==> src/rtl/sad_disparity_select_pkg.sv <==
// rtl/sad_disparity_select_pkg.sv - shared stereo constants and abs-diff helper
package sad_disparity_select_pkg;

  localparam int PIX_W    = 8;
  localparam int WIN      = 5;
  localparam int NCAND    = 4;
  localparam int COL_W    = 11;
  localparam int SAD_W    = 13;
  localparam int DISP_W   = 2;
  localparam int UNIQ_THR = 16;

  // Operands are widened before the subtract so the difference never wraps.
  function automatic logic [COL_W-1:0] abs_diff(input logic [PIX_W-1:0] a,
                                                input logic [PIX_W-1:0] b);
    logic [COL_W-1:0] wa;
    logic [COL_W-1:0] wb;
    wa = COL_W'(a);
    wb = COL_W'(b);
    return (wa > wb) ? (wa - wb) : (wb - wa);
  endfunction

endpackage

==> src/rtl/sad_column_accum.sv <==
// rtl/sad_column_accum.sv - per-candidate column SAD and sliding-window running SAD
module sad_column_accum
  import sad_disparity_select_pkg::*;
(
  input  logic                   clock,
  input  logic                   reset_n,
  input  logic                   in_valid,
  input  logic [PIX_W*WIN-1:0]   left,
  input  logic [PIX_W*WIN-1:0]   right,
  input  logic                   col_valid,
  input  logic                   col_restart,
  input  logic                   col_clear,
  output logic [SAD_W-1:0]       sad
);

  logic [COL_W-1:0]          col_sum;
  logic [COL_W-1:0]          col_q;
  logic [WIN-1:0][COL_W-1:0] hist;

  always_comb begin
    col_sum = '0;
    for (int r = 0; r < WIN; r++) begin
      col_sum = col_sum + abs_diff(left[r*PIX_W +: PIX_W], right[r*PIX_W +: PIX_W]);
    end
  end

  always_ff @(posedge clock or negedge reset_n) begin
    if (!reset_n) begin
      col_q <= '0;
    end else if (in_valid) begin
      col_q <= col_sum;
    end
  end

  // hist[WIN-1] is the column leaving the window on the next advance.
  always_ff @(posedge clock or negedge reset_n) begin
    if (!reset_n) begin
      hist <= '0;
      sad  <= '0;
    end else if (col_clear) begin
      hist <= '0;
      sad  <= '0;
    end else if (col_valid) begin
      if (col_restart) begin
        hist <= {{((WIN-1)*COL_W){1'b0}}, col_q};
        sad  <= SAD_W'(col_q);
      end else begin
        hist <= {hist[WIN-2:0], col_q};
        sad  <= sad + SAD_W'(col_q) - SAD_W'(hist[WIN-1]);
      end
    end
  end

endmodule

==> src/rtl/sad_disparity_select.sv <==
// rtl/sad_disparity_select.sv - 4-candidate 5x5 SAD minimum select; SAD_UNIQUE_CHECK_EN adds disp_ambiguous
module sad_disparity_select
  import sad_disparity_select_pkg::*;
(
  input  logic                  clock,
  input  logic                  reset_n,
  input  logic                  in_valid,
  input  logic                  line_start,
  input  logic [PIX_W*WIN-1:0]  out_left,
  input  logic [PIX_W*WIN-1:0]  out_right_1,
  input  logic [PIX_W*WIN-1:0]  out_right_2,
  input  logic [PIX_W*WIN-1:0]  out_right_3,
  input  logic [PIX_W*WIN-1:0]  out_right_4,
  output logic                  disp_valid,
  output logic [DISP_W-1:0]     disparity,
  output logic [SAD_W-1:0]      min_sad,
  output logic                  disp_ambiguous
);

  localparam int CNT_W = $clog2(WIN + 1);

  logic                 v1;
  logic                 ls1;
  logic                 clr1;
  logic                 v2;
  logic [CNT_W-1:0]     col_cnt;
  logic [CNT_W-1:0]     cnt_nxt;
  logic [PIX_W*WIN-1:0] right [NCAND];
  logic [SAD_W-1:0]     sad [NCAND];
  logic [SAD_W-1:0]     best;
  logic [DISP_W-1:0]    best_idx;

  assign right[0] = out_right_1;
  assign right[1] = out_right_2;
  assign right[2] = out_right_3;
  assign right[3] = out_right_4;

  // An idle line_start is delayed one stage so columns already in flight drain first.
  always_ff @(posedge clock or negedge reset_n) begin
    if (!reset_n) begin
      v1   <= 1'b0;
      ls1  <= 1'b0;
      clr1 <= 1'b0;
    end else begin
      v1   <= in_valid;
      ls1  <= in_valid & line_start;
      clr1 <= ~in_valid & line_start;
    end
  end

  always_comb begin
    if (ls1) begin
      cnt_nxt = CNT_W'(1);
    end else if (col_cnt == CNT_W'(WIN)) begin
      cnt_nxt = col_cnt;
    end else begin
      cnt_nxt = col_cnt + 1'b1;
    end
  end

  always_ff @(posedge clock or negedge reset_n) begin
    if (!reset_n) begin
      col_cnt <= '0;
      v2      <= 1'b0;
    end else begin
      v2 <= v1 && (cnt_nxt >= CNT_W'(WIN));
      if (clr1) begin
        col_cnt <= '0;
      end else if (v1) begin
        col_cnt <= cnt_nxt;
      end
    end
  end

  for (genvar k = 0; k < NCAND; k++) begin : g_cand
    sad_column_accum u_accum (
      .clock       (clock),
      .reset_n     (reset_n),
      .in_valid    (in_valid),
      .left        (out_left),
      .right       (right[k]),
      .col_valid   (v1),
      .col_restart (ls1),
      .col_clear   (clr1),
      .sad         (sad[k])
    );
  end

`ifdef SAD_UNIQUE_CHECK_EN
  logic [SAD_W-1:0] second;
`endif

  // Strict less-than scanning upward keeps ties on the lowest index.
  always_comb begin
    best     = sad[0];
    best_idx = '0;
`ifdef SAD_UNIQUE_CHECK_EN
    second   = '1;
`endif
    for (int k = 1; k < NCAND; k++) begin
      if (sad[k] < best) begin
`ifdef SAD_UNIQUE_CHECK_EN
        second = best;
`endif
        best     = sad[k];
        best_idx = DISP_W'(k);
      end
`ifdef SAD_UNIQUE_CHECK_EN
      else if (sad[k] < second) begin
        second = sad[k];
      end
`endif
    end
  end

  always_ff @(posedge clock or negedge reset_n) begin
    if (!reset_n) begin
      disp_valid <= 1'b0;
      disparity  <= '0;
      min_sad    <= '0;
    end else begin
      disp_valid <= v2;
      if (v2) begin
        disparity <= best_idx;
        min_sad   <= best;
      end
    end
  end

`ifdef SAD_UNIQUE_CHECK_EN
  always_ff @(posedge clock or negedge reset_n) begin
    if (!reset_n) begin
      disp_ambiguous <= 1'b0;
    end else if (v2) begin
      disp_ambiguous <= (second - best) < SAD_W'(UNIQ_THR);
    end
  end
`else
  assign disp_ambiguous = 1'b0;
`endif

endmodule
==> config.mk <==
export PLATFORM = sky130hd
export DESIGN_NAME = sad_disparity_select
export DESIGN_NICKNAME = d
export VERILOG_FILES = /design/src/rtl/sad_disparity_select_pkg.sv /design/src/rtl/sad_column_accum.sv /design/src/rtl/sad_disparity_select.sv
export SDC_FILE = /design/constraint.sdc
export NUM_CORES = 2
export LEC_CHECK = 0
export ABC_AREA = 1
export CORE_MARGIN = 3
export CORE_UTILIZATION = 35
export CTS_BUF_LIST = sky130_fd_sc_hd__clkbuf_4 sky130_fd_sc_hd__clkbuf_8 sky130_fd_sc_hd__clkbuf_16
export CTS_CLUSTER_DIAMETER = 120
export DETAILED_ROUTE_END_ITERATION = 8
export PLACE_DENSITY = 0.59
export SLEW_MARGIN = 20
export SYNTH_ARGS = -nofsm -noshare
export SYNTH_HDL_FRONTEND = slang
export SYNTH_SLANG_ARGS = --single-unit
==> constraint.sdc <==
create_clock -name clock -period 6.4 [get_ports clock]
set_input_delay 0.96 -clock clock [delete_from_list [all_inputs] [get_ports clock]]
set_output_delay 0.96 -clock clock [all_outputs]
set_load 0.01 [all_outputs]
==> flow_metrics.py <==
metrics = {
    "routing": {
        "drtIter0Drc": 1829,
        "drc": 0,
        "wl_per_cell_um": 17.4,
        "drt_wl_total_um": 108000,
        "drtAntennaViolNets": 0,
        "first_pass_iters": 6,
        "via_count": 30300,
        "viasPerCell": 4.89,
    },
    "cts": {
        "cts_root_buf": "clkbuf_16",
        "cts_buffers": 40,
        "clock_latency_ps": 560,
        "cts_htree_levels": 2,
        "holdBufCountCts": 0,
        "clock-sinks": 339,
        "clock_path_buffers": 3,
        "path_clk_slew_ps": 60,
        "cts_tree": "yes",
    },
    "setup_path": {
        "critPathBufInv": 6,
        "cp_top_family": "adder cells",
        "crit_required_ps": 6810,
        "critical-path-max-stage-delay_ps": 590,
        "path_max_fanout": 5,
        "cp-end-kind": "register",
        "critPathLaunchType": "input port",
        "critPathArrivalTime_ps": 6550,
        "crit_slowest_cell": "fa_1",
        "path_class": "input port to register",
    },
    "placed_design": {
        "hpwl_um": 87400,
        "port_buffers": 219,
        "pre_cts_ws_ps": -563,
        "globalplace.congestion": 0.941,
    },
    "synthesis": {
        "netlist.area_leader.share": 0.251,
        "avgSynthCellArea_um2": 7.99,
        "synth_top_family_by_area": "adder cells",
        "synthArstFlopShare": 1.00,
        "synthMuxAreaShare": 0.00965,
        "synth_fa_ha_area_frac": 0.284,
        "synth_cell_types": 50,
        "syn-num-nets": 5088,
        "yosysTopAreaCell": "dfrtp_1",
        "ys_seq_elements": 339,
        "synth-edff-count": 0,
        "synthFlopType": "dfrtp_1",
        "yosys_warnings": 0,
        "synth-simple-area-share": 0.109,
        "synth_compound_area_frac": 0.175,
        "synthesis.area_mm2": 0.0338,
        "synthTopCellsByArea": "dfrtp_1, ha_1, fa_1, inv_1, nand2_1",
        "synth_xor_area_frac": 0.0497,
        "synth_cells": 4234,
        "ys_seq_area_frac": 0.251,
    },
    "die": {
        "die_w_um": 317,
        "rows": 113,
        "die_area_mm2": 0.100,
        "pin_count": 221,
        "core_mm2": 0.0954,
        "start_util": 0.354,
        "die_h_um": 317,
    },
    "sta": {
        "max_slew_margin": 0.316,
        "skew_ps": 24.4,
        "holdWs_ps": 471,
        "tightest_slew_ps": 1030,
        "setup_violations": 0,
        "timing.final.crit_share": 0.960,
        "slew_violations": 0,
        "timing.fmax_ghz": 0.163,
        "final.min_clock_period_ps": 6150,
        "hold_viol_final": 0,
        "rsz0062_at_grt": "true",
        "finalWorstSetupSlack_ps": 253,
    },
    "power_and_ir_drop": {
        "ir_drop_uv": 397,
        "finalPower_w": 0.0220,
        "power_leakage_nw": 22.0,
        "power_density_mw_per_mm2": 510,
    },
    "global_routing": {
        "antenna_found_initial": 1,
        "grt_overflow": 0,
        "track_usage": 0.212,
        "grt_pass1_wl_um": 166000,
        "grt_start_max_net_pins": 128,
        "grt_pass1_vias": 30200,
    },
    "cells_and_area": {
        "fill_cells": 9533,
        "utilization": 0.452,
        "nets": 5757,
        "syn2layout_area_growth_pct": 27.5,
        "post_route_cells_drive_above_1_share": 0.151,
    },
    "hold_path": {
        "hold_class": "input port to asynchronous set/reset pin",
    },
    "run": {
        "drv_cap": 0,
    },
    "run_status": {
        "status": "finished, final reports clean",
    },
}
==> report_power, final <==
part / total [W] / switching [W] / internal [W]
registers: 0.00301 / 0.000321 / 0.00269
logic: 0.0166 / 0.00890 / 0.00769
clock network: 0.00238 / 0.000914 / 0.00146
==> stage by stage <==
| stage | area [µm²] | TNS, ps | instances |
|---|---|---|---|
| 6_report | 43100 | 0 | 6200 |
| 5_1_grt | 43100 | -143 | 6199 |
| 4_1_cts | 42500 | 0 | 6191 |
| 3_5_place_dp | 41100 | -6150 | 6118 |
| 3_3_place_gp | 41100 | -4750 | 6118 |
| 2_1_floorplan | 33800 | 0 | 4234 |
==> cells by family (layout without fill, tap and decap cells) <==
logic type,after synthesis,in the layout
AO/OA/AOI/OAI,1038,1038
XOR/XNOR,192,192
adder cells (fa/ha/maj),650,650
buffers and inverters,1084,1784
flip-flops,339,339
multiplexers,31,31
other,1,2
AND/OR/NAND/NOR,899,899
==> Yosys cell counts (2+ instances only) <==
master and n:
a211oi_1 31, a21boi_0 3, a21o_1 26, a21oi_1 288, a221oi_1 16, a31oi_1 29
and2_1 4, buf_1 2, buf_2 21, buf_4 2, clkbuf_1 102, dfrtp_1 339
fa_1 196, ha_1 454, inv_1 947, inv_2 8, mux2_2 13, mux2i_1 18
nand2_1 561, nand2_2 4, nand2_4 3, nand3_1 147, nand4_1 20, nor2_1 139
nor3_1 10, nor4_1 2, o2111ai_1 4, o211ai_1 16, o21ai_0 306, o21ai_1 62
o21bai_1 15, o221ai_1 17, o22ai_1 202, o311ai_1 3, o31ai_1 16, or4_1 4
xnor2_1 70, xor2_1 122
==> path summary, 6_finish.rpt <==
check                                                           start                                      to  slack (ps)  cells after the start
worst max-delay path                                     out_left[22]  g_cand[1].u_accum.col_q[9]$_DFFE_PN0P_         250                     29
worst min-delay path                                          reset_n  g_cand[3].u_accum.hist[37]$_DFFE_PN0P_         470                      1
worst max register to register  g_cand[0].u_accum.sad[12]$_DFFE_PN0P_                  min_sad[0]$_DFFE_PN0P_         940                     28
worst min register to register                min_sad[12]$_DFFE_PN0P_                 min_sad[12]$_DFFE_PN0P_         480                      2
max in group asynchronous                                     reset_n  g_cand[1].u_accum.hist[16]$_DFFE_PN0P_        4720                      2
min in group clock                            min_sad[12]$_DFFE_PN0P_                 min_sad[12]$_DFFE_PN0P_         480                      2
==> flip-flops by register name, summed over array words and instances (netlist names) <==
signal / flops
clr1: 1
col_cnt: 3
disp_valid: 1
disparity: 2
g_cand.u_accum.col_q: 44
g_cand.u_accum.hist: 220
g_cand.u_accum.sad: 52
ls1: 1
min_sad: 13
v1: 1
v2: 1
==> layout by cell type (no fill, tap or decap), types with 20 or more instances in the layout <==
master           instances
xnor2_1                 65
ha_1                   439
a31oi_1                 29
nand3_1                147
a21oi_1                273
xor2_1                 120
nor2_1                 134
o22ai_1                202
clkbuf_16               41
a211oi_1                27
nand2_1                548
dfrtp_1                338
fa_1                   192
nand4_1                 20
a21o_1                  26
buf_4                  529
o21ai_1                 69
o21ai_0                291
inv_1                  939
clkdlybuf4s50_1        217
==> layout make-up <==
| type | instances | area [µm²] | area share |
|---|---|---|---|
| diodes | 1 | 2.50 | 0.0000580 |
| clock buffers | 61 | 1240 | 0.0287 |
| clock inverters | 12 | 154 | 0.00357 |
| inverters | 956 | 3600 | 0.0834 |
| multi-input cells | 2811 | 21800 | 0.505 |
| flip-flops and latches | 339 | 8480 | 0.197 |
| well taps | 1265 | 1580 | 0.0367 |
| repair buffers | 755 | 6270 | 0.145 |
==> routing by layer <==
layer  global-route usage  wire, µm  vias to the layer above
met3               0.0202      4320                      174
met2                0.379     53300                      714
li1                     -         -                    15100
met4               0.0728      4280                        0
met1                0.267     46000                    14400
met5                    0         0                        -
==> worst register-to-register path, delay by kind of cell (launching register included) <==
kind	cells	cell delay (ps)
and+or+nand+nor	14	1830
buffers and inverters	5	530
adders and majority gates	3	950
DFF	1	390
AOI/OAI and AO/OA	6	1700
==> timing repair <==
action                     CTS  global route
buffers inserted             0             7
setup endpoints to repair    0            17
resized for setup            0           130
Power figures use the tool's default switching activity.
